## src/rtl/word_unpacker_pkg.sv

```systemverilog
// Shared defaults, FSM state encoding and width helpers for the word unpacker.
package word_unpacker_pkg;

  localparam int WORD_W_DEF = 32;
  localparam int BYTE_W_DEF = 8;
  localparam int DEPTH_DEF  = 4;

  typedef enum logic [2:0] {
    ST_IDLE   = 3'd0,
    ST_SIZING = 3'd1,
    ST_LOAD   = 3'd2,
    ST_SHIFT  = 3'd3,
    ST_SEND   = 3'd4
  } state_e;

  // Width of a counter that must hold the value n itself.
  function automatic int cnt_w(input int n);
    return $clog2(n) + 1;
  endfunction

endpackage

```

## src/rtl/word_unpacker_fifo.sv

```systemverilog
// DEPTH x W synchronous show-ahead FIFO; a push while full is dropped and flagged on ovf.
module word_fifo #(
  parameter int W     = 33,
  parameter int DEPTH = 4
) (
  input  logic         clk,
  input  logic         rst_n,
  input  logic         push,
  input  logic [W-1:0] din,
  input  logic         pop,
  output logic [W-1:0] dout,
  output logic         full,
  output logic         empty,
  output logic         ovf
);
  localparam int AW = $clog2(DEPTH);

  logic [W-1:0] mem_q [DEPTH];
  logic [AW:0]  wr_ptr_q, wr_ptr_d, rd_ptr_q, rd_ptr_d;
  logic         wr_en, rd_en;

  always_comb begin
    empty    = (wr_ptr_q == rd_ptr_q);
    full     = (wr_ptr_q[AW] != rd_ptr_q[AW]) && (wr_ptr_q[AW-1:0] == rd_ptr_q[AW-1:0]);
    wr_en    = push && !full;
    rd_en    = pop && !empty;
    ovf      = push && full;
    wr_ptr_d = wr_ptr_q + {{AW{1'b0}}, wr_en};
    rd_ptr_d = rd_ptr_q + {{AW{1'b0}}, rd_en};
    dout     = mem_q[rd_ptr_q[AW-1:0]];
  end

  always_ff @(posedge clk) begin
    if (!rst_n) begin
      wr_ptr_q <= '0;
      rd_ptr_q <= '0;
    end else begin
      wr_ptr_q <= wr_ptr_d;
      rd_ptr_q <= rd_ptr_d;
    end
  end

  always_ff @(posedge clk) begin
    if (wr_en) mem_q[wr_ptr_q[AW-1:0]] <= din;
  end

endmodule

```

## src/rtl/word_unpacker.sv

```systemverilog
// Strips zero padding from decrypted words and re-serialises the payload into UART characters.
// Define WORD_UNPACKER_FLUSH_EN to send a trailing partial character (right-aligned) at completion.
module word_unpacker
  import word_unpacker_pkg::*;
#(
  parameter int WORD_W = WORD_W_DEF,
  parameter int BYTE_W = BYTE_W_DEF,
  parameter int DEPTH  = DEPTH_DEF
) (
  input  logic              clk,
  input  logic              rst_n,
  input  logic              start,
  input  logic [WORD_W-1:0] n_key,
  input  logic              word_valid,
  input  logic [WORD_W-1:0] word_data,
  output logic              word_ready,
  input  logic              last_word_tick,
  input  logic              tx_done_tick,
  output logic              tx_start,
  output logic [BYTE_W-1:0] tx_data,
  output logic              sending_word,
  output logic              done_tick,
  output logic              overflow
);
  localparam int NL_W = cnt_w(WORD_W);
  localparam int BC_W = cnt_w(BYTE_W);

  state_e            state_q, state_d;
  logic [NL_W-1:0]   n_len_q, n_len_d, pack_cnt_q, pack_cnt_d;
  logic [WORD_W-1:0] key_buf_q, key_buf_d, pack_q, pack_d;
  logic [BYTE_W-1:0] byte_q, byte_d, tx_data_q, tx_data_d;
  logic [BC_W-1:0]   byte_cnt_q, byte_cnt_d;
  logic              fin_q, fin_d, tx_busy_q, tx_busy_d, tx_start_q, tx_start_d;
  logic              done_q, done_d, last_pend_q, last_pend_d, overflow_q, overflow_d;

  logic              fifo_pop, fifo_full, fifo_empty, fifo_ovf, fifo_last;
  logic [WORD_W:0]   fifo_dout;
  logic [WORD_W-1:0] fifo_word;
  logic              fire, word_end;

  word_fifo #(
    .W     (WORD_W + 1),
    .DEPTH (DEPTH)
  ) u_fifo (
    .clk   (clk),
    .rst_n (rst_n),
    .push  (word_valid),
    .din   ({last_pend_q, word_data}),
    .pop   (fifo_pop),
    .dout  (fifo_dout),
    .full  (fifo_full),
    .empty (fifo_empty),
    .ovf   (fifo_ovf)
  );

  assign fifo_last    = fifo_dout[WORD_W];
  assign fifo_word    = fifo_dout[WORD_W-1:0];
  assign word_ready   = !fifo_full;
  assign tx_start     = tx_start_q;
  assign tx_data      = tx_data_q;
  assign done_tick    = done_q;
  assign overflow     = overflow_q;

  always_ff @(posedge clk) begin
    if (!rst_n) begin
      state_q     <= ST_IDLE;
      n_len_q     <= '0;
      pack_cnt_q  <= '0;
      byte_cnt_q  <= '0;
      fin_q       <= 1'b0;
      tx_busy_q   <= 1'b0;
      tx_start_q  <= 1'b0;
      tx_data_q   <= '0;
      done_q      <= 1'b0;
      last_pend_q <= 1'b0;
      overflow_q  <= 1'b0;
    end else begin
      state_q     <= state_d;
      n_len_q     <= n_len_d;
      pack_cnt_q  <= pack_cnt_d;
      byte_cnt_q  <= byte_cnt_d;
      fin_q       <= fin_d;
      tx_busy_q   <= tx_busy_d;
      tx_start_q  <= tx_start_d;
      tx_data_q   <= tx_data_d;
      done_q      <= done_d;
      last_pend_q <= last_pend_d;
      overflow_q  <= overflow_d;
    end
    key_buf_q <= key_buf_d;
    pack_q    <= pack_d;
    byte_q    <= byte_d;
  end

  always_comb begin
    state_d    = state_q;
    n_len_d    = n_len_q;
    key_buf_d  = key_buf_q;
    pack_d     = pack_q;
    pack_cnt_d = pack_cnt_q;
    byte_d     = byte_q;
    byte_cnt_d = byte_cnt_q;
    fin_d      = fin_q;
    done_d     = 1'b0;
    fifo_pop   = 1'b0;
    word_end   = (pack_cnt_q == n_len_q - NL_W'(1));
    case (state_q)
      ST_IDLE: begin
        n_len_d    = '0;
        key_buf_d  = n_key;
        byte_cnt_d = '0;
        fin_d      = 1'b0;
        if (start) state_d = ST_SIZING;
      end
      ST_SIZING: begin
        if (key_buf_q != '0) begin
          n_len_d   = n_len_q + NL_W'(1);
          key_buf_d = key_buf_q >> 1;
        end else if (n_len_q < NL_W'(2)) begin
          done_d  = 1'b1;
          state_d = ST_IDLE;
        end else begin
          state_d = ST_LOAD;
        end
      end
      ST_LOAD: begin
        if (!fifo_empty) begin
          fifo_pop   = 1'b1;
          pack_d     = fifo_word;
          pack_cnt_d = '0;
          fin_d      = fifo_last;
          state_d    = ST_SHIFT;
        end else if (fin_q) begin
`ifdef WORD_UNPACKER_FLUSH_EN
          // The partial character sits in the top byte_cnt bits; slide it down to bit 0.
          if (byte_cnt_q != '0) begin
            byte_d  = byte_q >> (BC_W'(BYTE_W) - byte_cnt_q);
            state_d = ST_SEND;
          end else begin
            done_d  = 1'b1;
            state_d = ST_IDLE;
          end
`else
          done_d  = 1'b1;
          state_d = ST_IDLE;
`endif
        end
      end
      ST_SHIFT: begin
        pack_d     = pack_q >> 1;
        byte_d     = {pack_q[0], byte_q[BYTE_W-1:1]};
        pack_cnt_d = pack_cnt_q + NL_W'(1);
        byte_cnt_d = byte_cnt_q + BC_W'(1);
        if (byte_cnt_d == BC_W'(BYTE_W)) state_d = ST_SEND;
        else if (pack_cnt_d == n_len_q - NL_W'(1)) state_d = ST_LOAD;
      end
      ST_SEND: begin
        if (fire) begin
          byte_cnt_d = '0;
          state_d    = word_end ? ST_LOAD : ST_SHIFT;
        end
      end
      default: state_d = ST_IDLE;
    endcase
  end

  always_comb begin
    sending_word = (state_q == ST_SHIFT) || (state_q == ST_SEND);
    fire         = (state_q == ST_SEND) && !tx_busy_q;
    tx_start_d   = fire;
    tx_data_d    = fire ? byte_q : tx_data_q;
    // A done tick landing on the tx_start cycle belongs to the previous character.
    if (fire) tx_busy_d = 1'b1;
    else if (tx_done_tick && !tx_start_q) tx_busy_d = 1'b0;
    else tx_busy_d = tx_busy_q;
    last_pend_d = last_pend_q;
    if (word_valid && word_ready && last_pend_q) last_pend_d = 1'b0;
    if (last_word_tick) last_pend_d = 1'b1;
    overflow_d = overflow_q | fifo_ovf;
  end

endmodule

```

## config.mk

```make
export PLATFORM = sky130hd
export DESIGN_NAME = word_unpacker
export DESIGN_NICKNAME = d
export VERILOG_FILES = /design/src/rtl/word_unpacker_pkg.sv /design/src/rtl/word_unpacker_fifo.sv /design/src/rtl/word_unpacker.sv
export SDC_FILE = /design/constraint.sdc
export NUM_CORES = 1
export LEC_CHECK = 0
export ABC_AREA = 1
export ABC_CLOCK_PERIOD_IN_PS = 4050
export CAP_MARGIN = 20
export CORE_MARGIN = 5
export CORE_UTILIZATION = 50
export DETAILED_ROUTE_END_ITERATION = 10
export GPL_TIMING_DRIVEN = 0
export PLACE_DENSITY = 0.66
export SYNTH_ARGS = -nofsm -noshare
export SYNTH_HDL_FRONTEND = slang
export SYNTH_SLANG_ARGS = --single-unit
export TNS_END_PERCENT = 30
```

## constraint.sdc

```tcl
create_clock -name clk -period 4.05 [get_ports clk]
set_clock_uncertainty 0.05 [all_clocks]
set_input_delay 0.81 -clock clk [delete_from_list [all_inputs] [get_ports clk]]
set_output_delay 0.81 -clock clk [all_outputs]
set_load 0.01 [all_outputs]
```

# Yosys cells after proc, flatten, opt, wreduce, memory -nomap -nowiden
# Memory sizes are Yosys's and may differ from the RTL's. A register that Yosys moved wholly into a read port is not among the register bits.
# Cells that the tools add are included.
# word_totals
n_memories	1
out_inout_bits	13
inputBits	70
ff_bits	111
ramBits	132
elab_cells	103
# op_classes
muxes	36
n_bitwise	1
n_addsub	6
eq_ne	17
n_reduce_logical	25
n_lt_le_gt_ge	1
# memory_table
memory	words	width	rd	rd_ports_with_merged_regs	write_ports	line_no	source
u_fifo.mem_q	4	33	1	1	1	word_unpacker_fifo.sv:18	logic [W-1:0] mem_q [DEPTH];
# op_table
op	n
$pmux W32 S2	2
$mux W32	2
$reduce_bool A32 Y1	1
$pmux W6 S2	2
$mux W3	7
$pmux W3 S5	1
$mux W1	14
$add A6 B1 Y6 const B	2
$eq A6 B6 Y1	2
$mux W6	2
$pmux W4 S3	1
$ne A2 B2 Y1 const B	5
$reduce_bool A2 Y1	5
$reduce_and A2 Y1	4
$logic_and A1 B1 Y1	7
$add A3 B1 Y3	2
$eq A3 B2 Y1 const B	2
$lt A6 B2 Y1 const B	1
$ne A3 B3 Y1 const B	2
$sub A6 B1 Y6 const B	1
$reduce_and A5 Y1	1
$add A4 B1 Y4 const B	1
$eq A4 B4 Y1 const B	1
$logic_not A1 Y1	4
other kinds (12)	14

# Depth between registers and ports, before layout
# Gate-level depths: netlist of the first run.
# depth
ltp_word	7
depth_mapped	14
mapped_depth_nobuf	14

# Hierarchy
# From an unflattened synthesis of the first run, not the netlist that was laid out.
# hier_totals
hier_cells	959
hier_area_um2	10198.5
# by_module_without_submodules
mod	area_each_um2	cells_each	instances	seq_area_each_um2
word_fifo	5271.3	374	1	4083.9
word_unpacker	4927.2	585	1	2822.7

# Worst setup path before layout of the first run
# No wires, ideal clock.
# synth_path
path_type	input -> register
start	input word_valid
end	memory u_fifo.mem_q[2][0], enable pin
path_stages	2
arrival_ns	3.206
setup_time_ns	0.465
t_required_ns	3.535
path_buffers	0
slack_ns	0.330
path_cell_list	nand2_1 > nor3_1
# synth_via
elab_chain_cells	3
# synth_rtl
element	line_no	source
start, declared	word_unpacker.sv:14	input logic word_valid,
$logic_and A1 B1 Y1	word_unpacker_fifo.sv:25	wr_en = push && !full;
$mux W1	word_unpacker_fifo.sv:44	if (wr_en) mem_q[wr_ptr_q[AW-1:0]] <= din;
$mux W1 (not written as such)	word_unpacker_fifo.sv:44	
end, declared	word_unpacker_fifo.sv:18	
# Every way passes these cells.

# Final worst setup path of the first run
# layout_path
start	register state_q[1]
end	output sending_word
# layout_via
elab_chain_cells	2
elab_cells_between_ends	3
cone_classes	eq/ne (2); reduce/logical (1)
# layout_rtl
element	line_no	source
start, declared	word_unpacker.sv:28	state_e state_q, state_d;
start signal, assigned	word_unpacker.sv:78	state_q <= state_d;
$eq A3 B2 Y1 or $eq A3 B3 Y1 (tied branches)	word_unpacker.sv:168	sending_word = (state_q == ST_SHIFT) || (state_q == ST_SEND);
$logic_or A1 B1 Y1 *	word_unpacker.sv:168	
end, declared	word_unpacker.sv:21	output logic sending_word,
# Mark *: on every way between the ends. The rest lies on a longest branch, timed or not.

==> impl_metrics.toml, run 1 <==
[run_status]
outcome = "finished, final reports clean"

[clock_tree]
cts_buffer_depth = 3
clock_transition_at_path_regs_ns = 0.06
setup_fix_buffers_added_after_clock_tree_synthesis = 0
tritoncts_num_sinks = 243
ctsHtreeMaxLevel = 1
cell_at_the_root_of_the_clock_tree = "clkbuf_16"
cts_tree = "built"
clk_latency_ns = 0.51
post_cts_hold_buffer_count = 0
cts_inserted_buffers = 26
number_of_gates_resized_after_cts = 0

[routing]
antenna_left = 0
detail_route.iter0.violations = 495
routed_wl_um = 21420
wire_per_inst_um = 15.77
routed_via_count = 6974
drtPass1Iterations = 5
vias_per_cell = 5.135
drcViolationCount = 0

[critical_path]
timing.critical_path.fanout_max = 4
r2r_cells = 8
crit_family = "buffers and inverters"
cp.required_ns = 3.19
start_kind = "flop"
critical_path.most_common_cell = "inv_2"
critPathMaxStageDelay_ns = 0.59
critPathBufInv = 3
r2r_setup_slack_ns = 1.42
cp_cell_sequence = "inv_2 -> nor3_2 -> inv_2 -> o21ai_1 -> clkdlybuf4s50_1"
crit_path_top_delay_cell = "clkdlybuf4s50_1"
worst_r2r_endpoint = "u_fifo.mem_q[0][9]"
timing_worst_setup_path_type = "reg -> out"
cp.arrival_ns = 2.04
endpoint_kind = "primary output"
timing.rr.start = "u_fifo.rd_ptr_q[1]"

[synth]
ys_seq_elements = 243
yosys-mux-area-fraction_pct = 0
synth_simple_gate_area_share_pct = 16.90
synth_adder_area_share_pct = 0.9867
synth.yosys.seq_area_share_pct = 68.08
synth.net_count = 1025
mappedNetlistArea_um2 = 10140
synthCells = 947
postSynthAreaPerCell_um2 = 10.71
ys_types = 33
synth_top_family_by_area = "simple AND/OR/NAND/NOR gates"
synth.yosys.warnings = 0
synth-compound-area-share_pct = 8.535
parity_gate_share_of_the_synthesized_area_counting_xor_and_xnor_cells_pct = 1.098

[die]
core_area_um2 = 20100
die_area_um2 = 23240
design.portCount = 83
start_util_pct = 50.46
rows = 52
die-height_um = 152.4
fp.dieW_um = 152.4

[layout]
fillCellCount = 1646
synthesis_to_layout_area_growth_pct = 20.83
drive_gt1_share_pct = 9.651
area.sequential_um2 = 6907
final_nets = 1147
multi_input_area_um2 = 2811
postLayoutCoreUtil_pct = 60.97
antenna_cells = 0
layout.cell_area.non_filler_um2 = 12260

[global_routing]
grt_pass1_wl_um = 34130
globalRoute.totalOverflow = 0
antenna_found_initial = 0
number_of_global_route_vias_before_repair = 6777
track_usage_pct = 17.91
maximum_number_of_pins_on_one_net_before_global_route_repair = 39

[power_and_ir_drop]
share_clk_of_total_power_pct = 38.6
totalPowerFinal_mw = 5.666
combPwrFrac_pct = 8.9
power_switching_mw = 1.280
leakagePower_nw = 4.558
worst_ir_drop_vdd_mv = 0.3433
switching_share_pct = 22.59
internal_mw = 4.386
power.share.sequential_pct = 52.4
pwr_density_cell_nw_per_um2 = 462.2

[sta]
finalSetupViolations = 0
maxSlewViolCount = 0
finalHoldViolCount = 0
period_share_pct = 71.53
rsz_0062_raised_after_global_routing = "false"
final_critical_path_setup_slack_ns = 1.153
timing.max_slew.rel_slack_pct = 39.16
finalWorstPathRequiredPeriod_ns = 2.897
maximum_operating_frequency_mhz = 345.2
totalNegativeSetupSlack_ns = 0
tightestPinTransition_ns = 0.9094

[hold_path]
worst_hold_startpoint = "byte_q[1]"
endpoint_of_the_worst_hold_path = "byte_q[0]"
holdCritPathClass = "reg -> reg"
worstHoldPathCells = 0

[placement]
placement.setup.worst_slack_ns = 0.8006
detailed_place.area_um2 = 11470
portbufs = 81
hpwl_um = 14550
routabilityCongestion = 0.8235

[run]
maxCapViolCount = 0
==> flip-flops by register name, indices dropped and copies added, names as in the netlist <==
| register | cells |
|---|---|
| byte_cnt_q | 4 |
| byte_q | 8 |
| done_tick | 1 |
| fin_q | 1 |
| key_buf_q | 32 |
| last_pend_q | 1 |
| n_len_q | 6 |
| overflow | 1 |
| pack_cnt_q | 6 |
| pack_q | 32 |
| state_q | 3 |
| tx_busy_q | 1 |
| tx_data | 8 |
| tx_start | 1 |
| u_fifo.mem_q | 132 |
| u_fifo.rd_ptr_q | 3 |
| u_fifo.wr_ptr_q | 3 |
==> cell families after synthesis <==
| family | after synthesis |
|---|---|
| buf+inv | 107 |
| simple gates | 415 |
| flops | 243 |
| compound gates | 163 |
| fa+ha+maj | 8 |
| xor+xnor | 11 |
==> metal layers <==
layer  vias up  track usage, %  share of wire (%)
met4         0           5.685                1.9
met5         -               0                  0
li1       3505               -                  -
met2       180           30.25                 48
met3        33           2.869                5.1
met1      3256           24.02                 45
==> synthesized netlist by cell type <==
library cell  instances  area, um2
nor2_4                3      33.78
nand2_1             144      540.5
nand3_2               1      10.01
o21ai_2               1      8.760
nor2_2                5      31.28
o211ai_1              1      7.510
inv_2                13      48.80
nand3_1              38      190.2
ha_1                  8      100.1
o22ai_1               1      6.260
nor3_1                5      25.02
clkbuf_1             17      63.81
nand4_1              10      62.56
o21ai_0              92      460.4
buf_1                 8      30.03
and2_1                1      6.260
xor2_1                4      35.03
a21oi_1              32      160.2
xnor2_1               5      43.79
dfxtp_1              39      780.8
buf_2                15      75.07
nand2_2              11      68.82
xnor2_2               2      32.53
a31oi_1              31      193.9
a21oi_2               1      8.760
nor2_1              196      735.7
inv_1                49      183.9
buf_6                 3      33.78
buf_4                 1      7.510
o21ai_1               4      20.02
clkinv_1              1      3.750
edfxtp_1            204       6126
nor3_2                1      10.01
==> cell type report <==
cell class,count,area share (%)
sequential,243,56.34
multi-input combinational,597,22.94
timing repair buffer,94,7.900
clock buffer,34,5.726
tap,270,2.756
inverter,63,1.929
buffer,44,1.715
clock inverter,13,0.6941
==> power by group through the flow <==
stage	logic, mW	clock network (mW)	registers, mW
after floorplan	0.309	0	3.01
after global routing	0.578	2.32	2.99
after global placement	0.481	0	3.03
after detailed placement	0.509	0	3.02
final	0.507	2.19	2.97
after CTS	0.513	2.22	2.97
==> worst max-delay path by stage <==
| stage | from | endpoint | cells after the start |
|---|---|---|---|
| final | state_q[1] | sending_word | 5 |
| after floorplan | word_valid | u_fifo.mem_q[2][0] | 2 |
| after detailed placement | word_valid | u_fifo.mem_q[0][9] | 6 |
| after CTS | state_q[1] | sending_word | 5 |
| after global routing | state_q[1] | sending_word | 5 |
| after global placement | word_valid | u_fifo.mem_q[0][9] | 3 |
==> metrics by stage <==
stage	hold WS, ns	std cells
after floorplan	0.3503	947
after global placement	0.3854	1298
after detailed placement	0.3899	1311
after CTS	0.4021	1358
after global routing	0.4150	1358
final	0.4011	1358
==> cell usage in the layout, fill, tap and decap left out, drive strengths merged, types with 12 or more instances in the layout <==
cell type,synthesis,layout
clkdlybuf4s50,0,81
o21ai,97,97
edfxtp,204,204
nand3,39,39
inv,62,63
clkbuf,17,51
nor2,204,204
dfxtp,39,39
clkinv,1,12
nand2,155,155
a21oi,33,33
buf,27,40
a31oi,31,31
No activity file was read; power rests on OpenSTA's default activity.
==> run 2, diff against run 1 <==
Settings changed: ABC_CLOCK_PERIOD_IN_PS 4050 to 2700.
Clock period 4.05 ns to 2.7 ns, I/O delays scaled along.
==> run 2 against run 1 <==
  * Flip-flop and latch count unchanged
  * Clock power up 50%
  * Utilization up 0.062 points
  * Sequential power up 50%
  * Die area unchanged
  * Routed wire length up 0.26%
  * First-iteration DRC count up 0.61%
  * Total power up 50%
  * Global-route usage unchanged
  * Critical path depth up 2
  * Clock-buffer cell count unchanged
  * Setup slack worse by 1.1 ns
  * Critical endpoint is now u_fifo.mem_q[1][24]
==> impl_metrics.toml, run 2 (synthesized netlist as in run 1, its figures left out) <==
[clock_tree]
setup_fix_buffers_added_after_clock_tree_synthesis = 0
cts_buffer_depth = 3
post_cts_hold_buffer_count = 0
ctsHtreeMaxLevel = 1
cts_tree = "built"
number_of_gates_resized_after_cts = 0
clock_transition_at_path_regs_ns = 0.06
clk_latency_ns = 0.52
cell_at_the_root_of_the_clock_tree = "clkbuf_16"
cts_inserted_buffers = 26
tritoncts_num_sinks = 243

[run_status]
outcome = "finished, final reports clean"

[routing]
routed_via_count = 6994
wire_per_inst_um = 15.81
routed_wl_um = 21480
drcViolationCount = 0
drtPass1Iterations = 5
antenna_left = 0
vias_per_cell = 5.150
detail_route.iter0.violations = 498

[layout]
area.sequential_um2 = 6907
final_nets = 1147
final_common_cell = "edfxtp_1"
antenna_cells = 0
largest_register_ffs = 132
drive_gt1_share_pct = 9.651
postLayoutCoreUtil_pct = 61.03
mostFrequentLayoutCells = "204 x edfxtp_1, 196 x nor2_1, 144 x nand2_1"
fillCellCount = 1646
multi_input_area_um2 = 2824
synthesis_to_layout_area_growth_pct = 20.95

[run]
maxCapViolCount = 0

[global_routing]
grt_pass1_wl_um = 34130
track_usage_pct = 17.91
antenna_found_initial = 0
number_of_global_route_vias_before_repair = 6777
globalRoute.totalOverflow = 0
maximum_number_of_pins_on_one_net_before_global_route_repair = 39

[sta]
rsz_0062_raised_after_global_routing = "true"
final_critical_path_setup_slack_ns = 0.09387
finalSetupViolations = 0
period_share_pct = 96.52
tightestPinTransition_ns = 0.9026
maximum_operating_frequency_mhz = 383.7
maxSlewViolCount = 0
finalHoldViolCount = 0
timing.max_slew.rel_slack_pct = 39.61
finalWorstPathRequiredPeriod_ns = 2.606

[power_and_ir_drop]
leakagePower_nw = 4.557
internal_mw = 6.580
power.share.sequential_pct = 52.4
power_switching_mw = 1.932
switching_share_pct = 22.69
worst_ir_drop_vdd_mv = 0.5147
combPwrFrac_pct = 9.0
totalPowerFinal_mw = 8.511
pwr_density_cell_nw_per_um2 = 693.6
share_clk_of_total_power_pct = 38.7

[placement]
placement.setup.worst_slack_ns = -0.2794
routabilityCongestion = 0.8235
hpwl_um = 14550
portbufs = 81

[critical_path]
timing.critical_path.fanout_max = 10
endpoint_kind = "flop"
cp.arrival_ns = 2.78
timing_worst_setup_path_type = "reg -> reg"
cp.required_ns = 2.87
start_kind = "flop"

[die]
core_area_um2 = 20100
rows = 52
die_area_um2 = 23240
fp.dieW_um = 152.4
die-height_um = 152.4
start_util_pct = 50.46
design.portCount = 83

[hold_path]
holdCritPathClass = "in -> reg"
-- run 2: area by class of cell --
cell class                      count  share of cell area, %
Buffer                             44                  1.713
Clock buffer                       34                  5.720
Clock inverter                     13                 0.6934
Inverter                           63                  1.927
Multi-Input combinational cell    597                  23.01
Sequential cell                   243                  56.29
Tap cell                          270                  2.753
Timing Repair Buffer               94                  7.892
-- run 2: worst paths after layout --
kind | from | endpoint | slack [ns] | cells after the start
max reg2reg | u_fifo.wr_ptr_q[1] | u_fifo.mem_q[1][24] | 0.09 | 7
min | rst_n | u_fifo.rd_ptr_q[1] | 0.38 | 3
min reg2reg | byte_q[1] | byte_q[0] | 0.40 | 0
max | u_fifo.wr_ptr_q[1] | u_fifo.mem_q[1][24] | 0.09 | 7
-- run 2: layer usage --
metal	part of all wire, %	track usage [%]	vias to the layer above
met5	0	0	-
met4	2.1	5.685	0
met3	5.6	2.869	40
met2	48	30.25	194
met1	44	24.02	3258
li1	-	-	3502
-- run 2: critical path, stage by stage (launching register included) --
cell,delay (ns)
dfxtp_1,0.52
xnor2_2,0.12
nand3_1,0.16
nand2_1,0.24
nor3_2,0.63
buf_8,0.24
buf_6,0.18
buf_8,0.16
-- run 2: metrics by stage --
stage | instances | hold slack [ns] | setup TNS, ns | area (um2)
final | 1358 | 0.3846 | 0 | 12270
after global routing | 1358 | 0.4128 | -0.5965 | 12270
after CTS | 1358 | 0.3656 | 0 | 12260
after detailed placement | 1311 | 0.3899 | -5.164 | 11470
after global placement | 1298 | 0.3854 | -415.51 | 11290
after floorplan | 947 | 0.3503 | -127.14 | 10140
-- run 2: power groups by stage --
stage | Combinational (mW) | Clock, mW | Sequential (mW)
2_1_floorplan | 0.464 | 0 | 4.52
5_1_grt | 0.869 | 3.48 | 4.48
3_3_place_gp | 0.721 | 0 | 4.54
4_1_cts | 0.770 | 3.34 | 4.46
3_5_place_dp | 0.763 | 0 | 4.54
6_report | 0.763 | 3.29 | 4.46
